--- src/rtl/wb_arbiter.sv ---
// Writeback arbiter and load scoreboard feeding the single register-file write port.
// Optional macro WB_BYPASS_EN adds rs1_fwd/rs2_fwd and drops the writeback term from rsX_busy.
module wb_arbiter #(
  parameter int unsigned STARVE_LIMIT = 4
) (
  input  logic        clk,
  input  logic        rst,
  input  logic        alu_valid,
  output logic        alu_ready,
  input  logic [4:0]  alu_rd,
  input  logic [31:0] alu_data,
  input  logic        ld_valid,
  output logic        ld_ready,
  input  logic [4:0]  ld_rd,
  input  logic [31:0] ld_data,
  input  logic        issue_valid,
  input  logic [4:0]  issue_rd,
  input  logic [4:0]  rs1,
  input  logic [4:0]  rs2,
  output logic        rs1_busy,
  output logic        rs2_busy,
  output logic        issue_busy,
  output logic        we,
  output logic [4:0]  rd,
  output logic [31:0] wd
`ifdef WB_BYPASS_EN
  ,
  output logic        rs1_fwd,
  output logic        rs2_fwd
`endif
);

  localparam logic [3:0] Limit = 4'(STARVE_LIMIT);

  logic [3:0]  starve_q, starve_d;
  logic [31:0] busy_q, busy_d;
  logic        we_q, we_d;
  logic [4:0]  rd_q, rd_d;
  logic [31:0] wd_q, wd_d;

  logic forceLd, aluAcc, ldAcc, wbHit1, wbHit2;

  // A starved load overrides the ALU's default priority; the two accepts are mutually exclusive.
  always_comb begin
    forceLd   = (starve_q >= Limit);
    alu_ready = !forceLd;
    ld_ready  = forceLd || !alu_valid;
    aluAcc    = alu_valid && alu_ready;
    ldAcc     = ld_valid && ld_ready;
  end

  always_comb begin
    starve_d = (ld_valid && !ldAcc) ? starve_q + 4'd1 : 4'd0;
    we_d     = 1'b0;
    rd_d     = rd_q;
    wd_d     = wd_q;
    if (aluAcc) begin
      we_d = (alu_rd != 5'd0);
      rd_d = alu_rd;
      wd_d = alu_data;
    end else if (ldAcc) begin
      we_d = (ld_rd != 5'd0);
      rd_d = ld_rd;
      wd_d = ld_data;
    end
    // Set is applied after clear so a same-edge reissue keeps the register busy.
    busy_d = busy_q;
    if (ldAcc) busy_d[ld_rd] = 1'b0;
    if (issue_valid && issue_rd != 5'd0) busy_d[issue_rd] = 1'b1;
    busy_d[0] = 1'b0;
  end

  always_ff @(posedge clk or posedge rst) begin
    if (rst) begin
      starve_q <= 4'd0;
      busy_q   <= 32'd0;
      we_q     <= 1'b0;
      rd_q     <= 5'd0;
      wd_q     <= 32'd0;
    end else begin
      starve_q <= starve_d;
      busy_q   <= busy_d;
      we_q     <= we_d;
      rd_q     <= rd_d;
      wd_q     <= wd_d;
    end
  end

  always_comb begin
    we         = we_q;
    rd         = rd_q;
    wd         = wd_q;
    issue_busy = busy_q[issue_rd];
    wbHit1     = we_q && (rd_q == rs1) && (rs1 != 5'd0);
    wbHit2     = we_q && (rd_q == rs2) && (rs2 != 5'd0);
  end

`ifdef WB_BYPASS_EN
  always_comb begin
    rs1_busy = busy_q[rs1];
    rs2_busy = busy_q[rs2];
    rs1_fwd  = wbHit1;
    rs2_fwd  = wbHit2;
  end
`else
  // The async-read register file does not yet hold the value being written this cycle.
  always_comb begin
    rs1_busy = busy_q[rs1] | wbHit1;
    rs2_busy = busy_q[rs2] | wbHit2;
  end
`endif

endmodule

--- config.mk ---
export PLATFORM = sky130hd
export DESIGN_NAME = wb_arbiter
export DESIGN_NICKNAME = d
export VERILOG_FILES = /design/src/rtl/wb_arbiter.sv
export SDC_FILE = /design/constraint.sdc
export NUM_CORES = 1
export LEC_CHECK = 0
export CORE_ASPECT_RATIO = 0.75
export CORE_MARGIN = 4
export CORE_UTILIZATION = 42
export DETAILED_ROUTE_END_ITERATION = 6
export PLACE_DENSITY = 0.87
export SYNTH_ARGS = -nofsm -noshare
export SYNTH_HDL_FRONTEND = slang
export SYNTH_SLANG_ARGS = --single-unit
--- constraint.sdc ---
create_clock -name clk -period 2.3 [get_ports clk]
set_input_delay 0.46 -clock clk [delete_from_list [all_inputs] [get_ports clk]]
set_output_delay 0.46 -clock clk [all_outputs]
set_load 0.05 [all_outputs]
## Yosys cells after proc, flatten, opt, wreduce, memory -nomap -nowiden

Cells that the tools add are included.
Widths: inputs -> output; s select.

- Register bits after elaboration: 73
- Word-level logic and storage cells: 59

- Reductions and logical operators: 20
- Bitwise gates (word level): 5
- Equality and inequality tests: 2
- $lt $le $gt $ge: 7
- $add $sub $neg: 1
- Multiplexer cells: 19

Operator list:

| kind | count |
|---|---|
| $mux 32 | 4 |
| $and 32x32->32 | 1 |
| $not 32->32 | 1 |
| $or 32x32->32 | 1 |
| $reduce_bool 5->1 | 5 |
| $lt 5x6->1 const B | 4 |
| $bmux 1 s5 | 3 |
| $demux 1 s5 | 2 |
| $eq 5x5->1 | 2 |
| $ge 5x1->1 const B | 2 |
| $logic_and 1x1->1 | 10 |
| $mux 5 | 2 |
| $mux 1 | 7 |
| $add 4x1->4 const B | 1 |
| $ge 4x3->1 const B | 1 |
| $mux 4 | 1 |
| $logic_not 1->1 | 3 |
| $or 1x1->1 | 2 |
| $reduce_bool 2->1 | 1 |
| $logic_or 1x1->1 | 1 |

## Depth between registers and ports, before layout

- Depth in word-level cells: 9
- Gate-level depth with buffers: 6

## Worst setup path before layout

No wires, ideal clock.

- Kind: input -> output
- Start: input port rs1[2]
- End: output port rs1_busy
- Path buffers: 1
- Required time: 1,840 ps
- Stages on the path: 5
- Arrival: 2,188 ps
- Path slack: -348 ps
- Cell sequence: clkbuf_1 -> mux4_2 -> mux2_2 -> a32oi_1 -> nand4_1

- Word-level cells in the longest chain between the ends: 4
- Elaborated cells between the ends (all ways): 7

Ends and longest elaborated chain:

| item | line | RTL |
|---|---|---|
| start: declaration | 18 | `input logic [4:0] rs1,` |
| parallel branches: the longest is 3 deep, another holds $bmux 1 s5 | -- |  |
| $or 1x1->1 * | 108 | `rs1_busy = busy_q[rs1] \| wbHit1;` |
| end: declaration | 20 | `output logic rs1_busy,` |

Mark *: on every way between the ends. The select of a mux whose other input is x is not followed.

## Final worst setup path

- Start: register busy_q[14]
- End: output port issue_busy

- Word-level cells in the longest chain between the ends: 2

Ends and longest elaborated chain:

| item | line | RTL |
|---|---|---|
| start: declaration | 36 | `logic [31:0] busy_q, busy_d;` |
| start signal: assignment | 82 | `busy_q <= busy_d;` |
| $bmux 1 s5 | 93 | `issue_busy = busy_q[issue_rd];` |
| $mux 1 (not written as such) | 93 |  |
| end: declaration | 22 | `output logic issue_busy,` |

Every way passes these cells. The select of a mux whose other input is x is not followed.

==> summary.md <==
| Metric | Value |
|---|---|
| Status | `finished, violations left` |
| Sequential power share | `36.0%` |
| Main synth FF type | `dfrtp_1` |
| Number of port buffers | `136` |
| Final Worst Setup Slack | `-258.7 ps` |
| Die area | `0.01140 mm^2` |
| Hold path depth | `1` |
| Sequential share of the synthesized area | `44.65%` |
| Cells after Synth | `402` |
| Reg clk slew, reported paths | `60 ps` |
| Final GP Congestion | `1.031` |
| Post-synth EDFFs | `0` |
| Total global-route track usage | `25.85%` |
| Leakage | `0.002675 uW` |
| Period utilisation layout | `111.2%` |
| Post-DP HPWL | `11100 um` |
| CTS tree | `built` |
| Finished Core Util | `67.77%` |
| Gr ovfl total | `0` |
| Worst Hold Endpoint | `starve_q[0]` |
| Fin nets | `674` |
| Vias | `4073` |
| CP Max Fanout | `4` |
| Tmin final | `2559 ps` |
| I/O pin count | `137` |
| Clk Latency, worst-skew pair | `330 ps` |
| Pin count of the biggest net entering global routing | `74` |
| Buffers & Inverters on Critical Path | `1` |
| DP Area | `0.005943 mm^2` |
| Routed Antenna Nets | `0` |
| Worst r2r src | `starve_q[2]` |
| DRC Markers | `0` |
| Hold_buf cts | `0` |
| Worst slew pin tran | `561.2 ps` |
| Final count of pins violating max slew | `0` |
| Count of cell types in the netlist | `38` |
| Sw Ratio | `34.57%` |
| Clock power share | `29.9%` |
| Final wirelength | `14440 um` |
| Worst clock skew | `6.570 ps` |
| Post-Syn Area | `0.004091 mm^2` |
| Antenna cells | `0` |
| Syn nets | `497` |
| Failing checks | `negative setup slack` |
| Core area | `0.009271 mm^2` |
| Crit path arrival time | `2100 ps` |
| Rel. slew slack | `62.47%` |
| DR pass1 iterations | `5` |
| Max-cap violations | `0` |
| Worst Setup End Kind | `output pin` |
| Worst Setup Start Kind | `register` |
| Fmax | `390.8 MHz` |
| Power Dens Cells | `760.8 mW/mm^2` |
| Mean Syn Cell Area | `10.18 um^2` |
| Routed WL per cell | `20.29 um` |
| Synthesized flop and latch total | `73` |
| Unrepaired setup endpoints after global routing | `yes` |
| Power share of the combinational group | `34.1%` |
| Crit-path cells | `mux4_2 > nor2b_1 > or4_4 > buf_8` |
| Filler cells | `715` |
| Worst path slowest cell | `or4_4` |
| Clock Sinks | `73` |
| Hold_sp | `starve_q[0]` |
| Final instance area | `0.006284 mm^2` |
| Crit path largest cell delay | `530 ps` |
| Worst Hold Class | `reg2reg` |
| Die width | `122.0 um` |
| Vias per Instance | `5.721` |
| Die span in y | `93.48 um` |
| Clock Tree Root | `clkbuf_16` |
| First-pass GRT wire length | `22630 um` |
| Peak supply drop | `0.0005181 V` |
| CTS buffer count | `9` |
| Final Hold Fails | `0` |
| Crit path required time | `1840 ps` |
| Crit-path leading delay family | `simple AND/OR/NAND/NOR gates` |
| CP Class | `reg2out` |
| Async SR Flop Fraction | `100.0%` |
| Internal Power | `3128 uW` |
| Synth Warn # | `0` |
| Initial Util | `44.13%` |
| Final TNS setup | `-625.0 ps` |
| Core Rows | `30` |
| Initial antenna violation count | `0` |
| H-tree Lvls | `3` |
| R2r endpoint | `busy_q[18]` |
| Sw Pwr | `1653 uW` |
| Via count of the first global-routing pass | `4287` |
| DR iter-0 viols | `333` |
| Min Hold Slack | `444.4 ps` |
| # setup viols final | `3` |
| Reg2reg path depth | `6` |
| Clock Path Buffers | `2` |
| Reg2Reg Setup Slack | `420 ps` |
| Share of cells above drive strength 1 | `18.84%` |
| P&R area growth vs syn | `53.58%` |
layout by cell type (no fill, tap or decap), types with 9 or more instances in the layout:
cell             instances
nand3b_1                 9
clkbuf_16                9
o21ai_0                 62
dfrtp_1                 70
nor2_1                  51
clkdlybuf4s50_1        120
a21oi_1                 38
mux4_2                  17
mux2i_1                 45
buf_4                   50
area by class of cell:
cell class                      instances  area, um^2  share of cell area (%)
Timing Repair Buffer                  190        1797                   28.59
Clock buffer                            9       225.2                   3.584
Clock inverter                          7       81.33                   1.294
Tap cell                              128       160.2                   2.549
Multi-Input combinational cell        297        2156                   34.31
Sequential cell                        73        1831                   29.13
Inverter                                8       33.78                  0.5376
worst max-delay path by stage:
stage / endpoint / depth (start not counted) / startpoint
floorplan: rs1_busy / 5 / rs1[2]
global route: issue_busy / 4 / busy_q[15]
CTS: issue_busy / 4 / busy_q[15]
global placement: issue_busy / 6 / issue_rd[0]
finish: issue_busy / 4 / busy_q[14]
detailed placement: issue_busy / 6 / issue_rd[0]
state kept, by name (all words and copies together), names as in the netlist:
name      flops
busy_q       31
rd            5
starve_q      4
wd           32
we            1
per-layer routing:
layer | up-vias | global-route usage (%) | wire length, um
met5 | - | 0 | 0
li1 | 1840 | - | -
met4 | 0 | 9.981 | 398
met2 | 213 | 43.20 | 7108
met1 | 1982 | 31.48 | 5602
met3 | 38 | 7.799 | 1334
cells in the mapped netlist, types with 3 or more instances:
cell / number / share of area (%)
a22oi_1: 4 / 0.73
or3b_2: 3 / 0.64
buf_2: 5 / 0.61
o2111ai_1: 6 / 1.3
a21oi_1: 38 / 4.6
xor2_1: 6 / 1.3
clkbuf_1: 17 / 1.6
dfrtp_1: 73 / 45
mux4_2: 16 / 8.8
nand2b_1: 6 / 0.92
nand4_1: 4 / 0.61
mux2i_1: 45 / 11
nor2b_1: 3 / 0.46
inv_1: 7 / 0.64
and2_1: 3 / 0.46
nand3b_1: 9 / 1.7
o21ai_0: 62 / 7.6
nand2_1: 6 / 0.55
nor2_1: 52 / 4.8
nor3_1: 4 / 0.49
mux2_2: 5 / 1.4
nand3_1: 4 / 0.49
xnor2_1: 3 / 0.64
power groups by stage:
stage	registers (uW)	logic, uW	clock network [uW]
global route	1740	1730	1500
global placement	1720	1550	0
finish	1720	1630	1430
floorplan	1930	627	0
detailed placement	1730	1590	0
CTS	1710	1610	1450
per-stage QoR:
stage	cells	total power, uW	setup WS, ps
finish	712	4780	-258.7
global route	712	4967	-294.7
CTS	712	4772	-261.1
detailed placement	694	3315	-768.8
global placement	694	3262	-728.7
floorplan	402	2553	-117.4
cell families (layout without fill, tap and decap cells):
logic type / after synthesis / count (layout) / synth area share (%)
adder cells (fa/ha/maj): 1 / 1 / 0.3058
flip-flops: 73 / 73 / 44.65
AO/OA/AOI/OAI: 117 / 117 / 15.66
XOR/XNOR: 9 / 9 / 1.927
other: 1 / 1 / 0.09166
buffers and inverters: 32 / 214 / 3.089
multiplexers: 67 / 67 / 21.83
AND/OR/NAND/NOR: 102 / 102 / 12.45
repair_timing:
item	in CTS	in global routing
resized for setup	25	5
setup endpoints to repair	3	3
gates cloned	1	0
setup buffers	1	0
pin swaps	3	1
Power figures use the tool's default switching activity.
